File: config.mk
export PLATFORM = sky130hd
export DESIGN_NAME = hazard_ctrl
export DESIGN_NICKNAME = d
export VERILOG_FILES = /design/src/rtl/hazard_ctrl.sv
export SDC_FILE = /design/constraint.sdc
export NUM_CORES = 1
export LEC_CHECK = 0
export CAP_MARGIN = 40
export CORE_MARGIN = 2
export CORE_UTILIZATION = 50
export CTS_CLUSTER_SIZE = 14
export DETAILED_ROUTE_END_ITERATION = 10
export PLACE_DENSITY_LB_ADDON = 0.3
export SYNTH_ARGS = -nofsm -noshare
export SYNTH_HDL_FRONTEND = slang
export SYNTH_SLANG_ARGS = --single-unit
File: constraint.sdc
create_clock -name clk -period 3.3 [get_ports clk]
set_input_delay 0.495 -clock clk [delete_from_list [all_inputs] [get_ports clk]]
set_output_delay 0.495 -clock clk [all_outputs]
set_load 0.05 [all_outputs]
File: src/rtl/hazard_ctrl.sv
// Hazard unit for the five-stage MIPS pipeline: tracks in-flight writers in E/M/W,
// produces forwarding mux selects, the D-stage stall and the HI/LO busy window.
module hazard_ctrl #(
    parameter int unsigned MULT_CYC = 5,
    parameter int unsigned DIV_CYC  = 10
) (
    input  logic       clk,
    input  logic       reset,
    input  logic       flush,
    input  logic [4:0] rs_d,
    input  logic [4:0] rt_d,
    input  logic [1:0] tuse_rs_d,
    input  logic [1:0] tuse_rt_d,
    input  logic [4:0] dst_d,
    input  logic [1:0] kind_d,
    input  logic       md_start_d,
    input  logic       md_div_d,
    input  logic       md_use_d,
    output logic [2:0] forwardRSD,
    output logic [2:0] forwardRTD,
    output logic [2:0] forwardRSE,
    output logic [2:0] forwardRTE,
    output logic [2:0] forwardRTM,
    output logic       stall,
    output logic       md_busy
);

    localparam logic [1:0] KIND_ALU  = 2'd0;
    localparam logic [1:0] KIND_MEM  = 2'd1;
    localparam logic [1:0] KIND_PC8  = 2'd2;
    localparam logic [1:0] KIND_MD   = 2'd3;
    localparam logic [1:0] TUSE_NONE = 2'd3;

    localparam logic [2:0] SEL_RF     = 3'b000;
    localparam logic [2:0] SEL_AO_M   = 3'b001;
    localparam logic [2:0] SEL_RF_WD  = 3'b010;
    localparam logic [2:0] SEL_PC8_E  = 3'b011;
    localparam logic [2:0] SEL_PC8_M  = 3'b100;
    localparam logic [2:0] SEL_PC8_W  = 3'b101;
    localparam logic [2:0] SEL_MD_OUT = 3'b110;
    localparam logic [2:0] SEL_MDO_M  = 3'b111;

    localparam logic [3:0] MULT_LOAD = 4'(MULT_CYC);
    localparam logic [3:0] DIV_LOAD  = 4'(DIV_CYC);

    logic [4:0] dst_e_q, dst_e_d, dst_m_q, dst_m_d, dst_w_q, dst_w_d;
    logic [1:0] kind_e_q, kind_e_d, kind_m_q, kind_m_d, kind_w_q, kind_w_d;
    logic [1:0] tnew_e_q, tnew_e_d, tnew_m_q, tnew_m_d;
    logic [4:0] rs_e_q, rs_e_d, rt_e_q, rt_e_d, rt_m_q, rt_m_d;
    logic       md_start_e_q, md_start_e_d, md_div_e_q, md_div_e_d;
    logic [3:0] md_cnt_q, md_cnt_d;
    logic       md_busy_s, data_stall_s, stall_s;

    function automatic logic [1:0] tnew_of_kind(input logic [1:0] kind);
        case (kind)
            KIND_ALU: return 2'd1;
            KIND_MEM: return 2'd2;
            default:  return 2'd0;
        endcase
    endfunction

    function automatic logic [1:0] tnew_dec(input logic [1:0] t);
        return (t == 2'd0) ? 2'd0 : t - 2'd1;
    endfunction

    function automatic logic hit(input logic [4:0] r, input logic [4:0] dst);
        return (r != 5'd0) && (r == dst);
    endfunction

    function automatic logic [2:0] sel_e(input logic [1:0] kind, input logic [1:0] tnew);
        if (tnew != 2'd0) begin
            return SEL_RF;
        end else begin
            case (kind)
                KIND_PC8: return SEL_PC8_E;
                KIND_MD:  return SEL_MD_OUT;
                default:  return SEL_RF;
            endcase
        end
    endfunction

    function automatic logic [2:0] sel_m(input logic [1:0] kind, input logic [1:0] tnew);
        if (tnew != 2'd0) begin
            return SEL_RF;
        end else begin
            case (kind)
                KIND_ALU: return SEL_AO_M;
                KIND_PC8: return SEL_PC8_M;
                KIND_MD:  return SEL_MDO_M;
                default:  return SEL_RF;
            endcase
        end
    endfunction

    function automatic logic [2:0] sel_w(input logic [1:0] kind);
        return (kind == KIND_PC8) ? SEL_PC8_W : SEL_RF_WD;
    endfunction

    // Only the nearest matching stage may supply a value; older copies are stale.
    function automatic logic [2:0] fwd_d_sel(
        input logic [4:0] r,
        input logic [4:0] de, input logic [1:0] ke, input logic [1:0] te,
        input logic [4:0] dm, input logic [1:0] km, input logic [1:0] tm,
        input logic [4:0] dw, input logic [1:0] kw
    );
        if (hit(r, de)) begin
            return sel_e(ke, te);
        end else if (hit(r, dm)) begin
            return sel_m(km, tm);
        end else if (hit(r, dw)) begin
            return sel_w(kw);
        end else begin
            return SEL_RF;
        end
    endfunction

    function automatic logic [2:0] fwd_e_sel(
        input logic [4:0] r,
        input logic [4:0] dm, input logic [1:0] km, input logic [1:0] tm,
        input logic [4:0] dw, input logic [1:0] kw
    );
        if (hit(r, dm)) begin
            return sel_m(km, tm);
        end else if (hit(r, dw)) begin
            return sel_w(kw);
        end else begin
            return SEL_RF;
        end
    endfunction

    function automatic logic op_stall(
        input logic [4:0] r, input logic [1:0] tuse,
        input logic [4:0] de, input logic [1:0] te,
        input logic [4:0] dm, input logic [1:0] tm
    );
        if (tuse == TUSE_NONE) begin
            return 1'b0;
        end else if (hit(r, de)) begin
            return tuse < te;
        end else if (hit(r, dm)) begin
            return tuse < tm;
        end else begin
            return 1'b0;
        end
    endfunction

    // Forward selects, stall and busy from tracked state and the D-stage operands.
    always_comb begin
        md_busy_s    = md_start_e_q | (md_cnt_q != 4'd0);
        data_stall_s = op_stall(rs_d, tuse_rs_d, dst_e_q, tnew_e_q, dst_m_q, tnew_m_q)
                     | op_stall(rt_d, tuse_rt_d, dst_e_q, tnew_e_q, dst_m_q, tnew_m_q);
        stall_s      = data_stall_s | (md_use_d & md_busy_s);
        forwardRSD   = fwd_d_sel(rs_d, dst_e_q, kind_e_q, tnew_e_q,
                                 dst_m_q, kind_m_q, tnew_m_q, dst_w_q, kind_w_q);
        forwardRTD   = fwd_d_sel(rt_d, dst_e_q, kind_e_q, tnew_e_q,
                                 dst_m_q, kind_m_q, tnew_m_q, dst_w_q, kind_w_q);
        forwardRSE   = fwd_e_sel(rs_e_q, dst_m_q, kind_m_q, tnew_m_q, dst_w_q, kind_w_q);
        forwardRTE   = fwd_e_sel(rt_e_q, dst_m_q, kind_m_q, tnew_m_q, dst_w_q, kind_w_q);
        forwardRTM   = hit(rt_m_q, dst_w_q) ? sel_w(kind_w_q) : SEL_RF;
        stall        = stall_s;
        md_busy      = md_busy_s;
    end

    // Pipeline shift of the tracking state; E defaults to a bubble, flush bubbles everything.
    always_comb begin
        dst_e_d      = 5'd0;
        kind_e_d     = KIND_ALU;
        tnew_e_d     = 2'd0;
        rs_e_d       = 5'd0;
        rt_e_d       = 5'd0;
        md_start_e_d = 1'b0;
        md_div_e_d   = 1'b0;
        dst_m_d      = dst_e_q;
        kind_m_d     = kind_e_q;
        tnew_m_d     = tnew_dec(tnew_e_q);
        rt_m_d       = rt_e_q;
        dst_w_d      = dst_m_q;
        kind_w_d     = kind_m_q;
        if (flush) begin
            dst_m_d  = 5'd0;
            kind_m_d = KIND_ALU;
            tnew_m_d = 2'd0;
            rt_m_d   = 5'd0;
            dst_w_d  = 5'd0;
            kind_w_d = KIND_ALU;
        end else if (stall_s) begin
            dst_e_d = 5'd0;
        end else begin
            dst_e_d      = dst_d;
            kind_e_d     = kind_d;
            tnew_e_d     = tnew_of_kind(kind_d);
            rs_e_d       = rs_d;
            rt_e_d       = rt_d;
            md_start_e_d = md_start_d;
            md_div_e_d   = md_start_d & md_div_d;
        end

        if (md_start_e_q) begin
            md_cnt_d = md_div_e_q ? DIV_LOAD : MULT_LOAD;
        end else if (md_cnt_q != 4'd0) begin
            md_cnt_d = md_cnt_q - 4'd1;
        end else begin
            md_cnt_d = md_cnt_q;
        end
    end

    // Tracking state registers.
    always_ff @(posedge clk or negedge reset) begin
        if (!reset) begin
            dst_e_q      <= 5'd0;
            kind_e_q     <= 2'd0;
            tnew_e_q     <= 2'd0;
            rs_e_q       <= 5'd0;
            rt_e_q       <= 5'd0;
            md_start_e_q <= 1'b0;
            md_div_e_q   <= 1'b0;
            dst_m_q      <= 5'd0;
            kind_m_q     <= 2'd0;
            tnew_m_q     <= 2'd0;
            rt_m_q       <= 5'd0;
            dst_w_q      <= 5'd0;
            kind_w_q     <= 2'd0;
            md_cnt_q     <= 4'd0;
        end else begin
            dst_e_q      <= dst_e_d;
            kind_e_q     <= kind_e_d;
            tnew_e_q     <= tnew_e_d;
            rs_e_q       <= rs_e_d;
            rt_e_q       <= rt_e_d;
            md_start_e_q <= md_start_e_d;
            md_div_e_q   <= md_div_e_d;
            dst_m_q      <= dst_m_d;
            kind_m_q     <= kind_m_d;
            tnew_m_q     <= tnew_m_d;
            rt_m_q       <= rt_m_d;
            dst_w_q      <= dst_w_d;
            kind_w_q     <= kind_w_d;
            md_cnt_q     <= md_cnt_d;
        end
    end

endmodule

==> results.md <==
- Crit-path slowest cell: clkdlybuf4s50_1
- Critical Path Max Stage Delay: 0.81 ns
- Placed insts: around 400
- Largest net degree at the start of global routing: 39
- Routed Antenna Nets: 0
- CTS max path bufs: 2
- Cell Area, Placed: 0.00351 mm²
- Die area: 0.00654 mm²
- Port Buf Inserts: 43
- Critical path startpoint category: register
- Area growth from synthesis to layout: 22.6%
- Slew headroom: 60.8%
- # fillers: 503
- Initial antenna violation count: 0
- Pwr Density: 449 mW/mm²
- Post-Layout Cell Count: 407
- Post-synth ARST share: 100%
- Type of the most critical hold path: in2async
- Final #Nets: 366
- Register area share after synthesis: around two fifths
- Fmax: around 310 MHz
- Hold buffer count at cts: 0
- Synthesized Nets: 328
- RSZ-0062 raised after global routing: no
- CTS Buf Count: 5
- Maxcap violations: 0
- Initial core utilization: 50.8%
- Core box area: 0.00582 mm²
- Synth Register Bits: 46
- Min Tclk post-route: approximately 3.2 ns
- Syn Inst Count: 293
- DR vias/cell: between 5 and 6
- Layout cells sized above 1: 14.8%
- WL per Instance: 16.5 µm
- Crit Path Category: reg2out
- Detailed Place HPWL: 4990 µm
- Top_reg_cell synth: dfrtp_1
- CTS tree: built
- R2R setup slack: 1.15 ns
- Hold slack final: 0.158 ns
- DRT Wirelength: between 6000 and 7000 µm
- Setup TNS: 0 ns
- Gr usage total: 22.8%
- Final Instance Area: 0.00362 mm²
- Clock Latency Late Sink: 0.30 ns
- WP data required: ~2.8 ns
- Vias in the first global route: 2277
- Total iterations of the first detailed-routing run: 4
- Post-CTS resize count: 0
- Slew @ Worst Pin: 0.573 ns
- Placer Congestion: 0.879
- Die width: 80.9 µm
- Place WS: approximately 0.14 ns
- Slew Limit Fails: 0
- Root Driver: clkbuf_8
- Std cell rows: 28
- Critical Path, Cell by Cell: nor4_1 -> nor3_1 -> a21oi_1 -> or4_1 -> nor2_1 -> clkdlybuf4s50_1
- Worst-path clk slew: 0.09 ns
- Hold Vio Cnt, Final: 0
- Leakage power: roughly 1.5 nW
- Die height: 80.9 µm
- Clock sink total: 46
- GRT overflow: 0
- WP data arrival: between 2 and 3 ns
- First-pass GRT wire length: ~11000 µm
- DRC viols: 0
- Post-CTS Setup Repair Bufs: 0
- Worst setup margin: around 0.1 ns
- Inserted Diodes: 0
- Number of synthesized flops with an enable pin: 0
- Yosys warning count: 0
- Via count: 2302
- Setup violators final: 0
- Clock skew: roughly 0.0033 ns
- CP endpoint kind: primary output
- Critical Path Fanout Max: 6
- Avg Inst Size Synth: 10.1 µm²
- # IOs: 44
- Mapped Area: 0.00296 mm²
- Peak supply drop: 0.395 mV
- H-tree depth: 2
- Synth unique cells: 47
- Status: completed
- Final period utilization: 96.9%
- Drt initial violations: 73
-- per-stage QoR --
stage / power (mW) / utilization [%]
3_3_place_gp: 1.19 / 59.6
6_report: 1.63 / 62.3
3_5_place_dp: 1.21 / 60.3
2_1_floorplan: 1.03 / -
4_1_cts: 1.64 / 62.2
5_1_grt: 1.72 / 62.3
-- final timing paths --
check	depth (start not counted)	end	startpoint
setup / recovery	6	forwardRTM[0]	dst_w_q[3]$_DFF_PN0_
hold / removal	1	kind_w_q[1]$_DFF_PN0_	reset
setup reg to reg	7	tnew_e_q[1]$_DFF_PN0_	md_cnt_q[0]$_DFFE_PN0N_
hold reg to reg	1	md_cnt_q[2]$_DFFE_PN0N_	md_div_e_q$_DFF_PN0_
max in group asynchronous	2	kind_e_q[1]$_DFF_PN0_	reset
min in group clk	2	kind_e_q[1]$_DFF_PN0_	flush
-- report_power, final --
| part | internal [mW] | leakage, nW | switching (mW) |
|---|---|---|---|
| Sequential | 0.617 | 0.619 | 0.0559 |
| Clock | 0.227 | 0.0585 | 0.203 |
| Combinational | 0.234 | 0.823 | 0.290 |
| Total | 1.08 | 1.50 | 0.549 |
-- flip-flops by register name, indices dropped and copies added (netlist names), 4 cells and up --
register,cells
md_cnt_q,4
rt_m_q,5
dst_m_q,5
rt_e_q,5
dst_e_q,5
rs_e_q,5
dst_w_q,5
-- metal layers --
| layer | part of all wire (%) | wire, µm | track usage [%] |
|---|---|---|---|
| met4 | 1.9 | 129 | 7.97 |
| met1 | 45 | 3020 | 30.3 |
| met2 | 48 | 3260 | 36.9 |
| met5 | 0 | 0 | 0 |
| met3 | 4.7 | 313 | 5.00 |
-- cell families after synthesis --
group,after synthesis,share of synthesized area (%)
xor gates and xnor gates,56,16.6
DFF,46,38.9
and+or+nand+nor,114,26.9
buffers and inverters,27,4.44
adders and majority gates,8,3.39
AOI/OAI and AO/OA,41,9.44
muxes,1,0.339
-- cells in the final DEF, fill, tap and decap left out, types with 2 or more instances in the layout --
cell             synthesis  layout
buf_2                    6       2
xnor2_1                 36      36
nand2b_1                 6       6
a21oi_1                 10      10
o21a_1                   2       2
or2_2                    2       2
o21ai_0                  2       2
or4_1                    3       3
nand4_1                  4       4
o22ai_1                  8       8
nor2b_1                 21      21
nor2_1                  12      12
a211oi_1                 2       2
buf_4                    1       9
a31oi_1                  2       2
nand3_1                  8       8
clkbuf_8                 0       5
xor2_1                  20      20
ha_1                     8       8
buf_12                   0       7
a22oi_1                  4       4
nor4_2                   2       2
dfrtp_1                 46      46
o211ai_1                 4       4
nand2_1                 13      13
a41oi_1                  2       2
inv_1                    6       6
and2_1                   3       3
nor3_1                  13      13
nor4b_2                 16      16
nor3b_1                  2       2
clkdlybuf4s50_1          0      33
-- critical path: cells and delay by family (launching register included) --
family                 cells  cell delay, ns
buffers and inverters      1            0.81
DFF                        1            0.56
and+or+nand+nor            4            0.95
AOI/OAI and AO/OA          1            0.06
-- Yosys cell counts (2+ instances only) --
library cell	number	share of area, %
a41oi_1	2	0.59
ha_1	8	3.4
nand4_1	4	0.85
nor3_1	13	2.2
o21a_1	2	0.51
nand2_1	13	1.7
clkbuf_2	3	0.51
nor4_2	2	0.85
o21ai_0	2	0.34
o22ai_1	8	1.7
xor2_1	20	5.9
buf_2	6	1.0
o211ai_1	4	1.0
nand3_1	8	1.4
a31oi_1	2	0.42
inv_1	6	0.76
nor2_1	12	1.5
or4_1	3	0.76
a21oi_1	10	1.7
nor2b_1	21	4.4
nand2b_1	6	1.3
buf_6	2	0.76
and2_1	3	0.63
nor4b_2	16	8.1
clkbuf_1	8	1.0
or2_2	2	0.42
dfrtp_1	46	39
nor3b_1	2	0.51
a22oi_1	4	1.0
xnor2_1	36	11
a2111oi_0	2	0.59
a211oi_1	2	0.51
-- cell type report --
type,instances,area [µm²],area share [%]
clock buffer,5,68.8,1.90
clock inverter,3,43.8,1.21
inverter,6,22.5,0.622
multi-input combinational,220,1680,46.4
sequential,46,1150,31.8
tap,75,93.8,2.59
timing repair buffer,52,561,15.5
(Power assumes the default switching activity.)
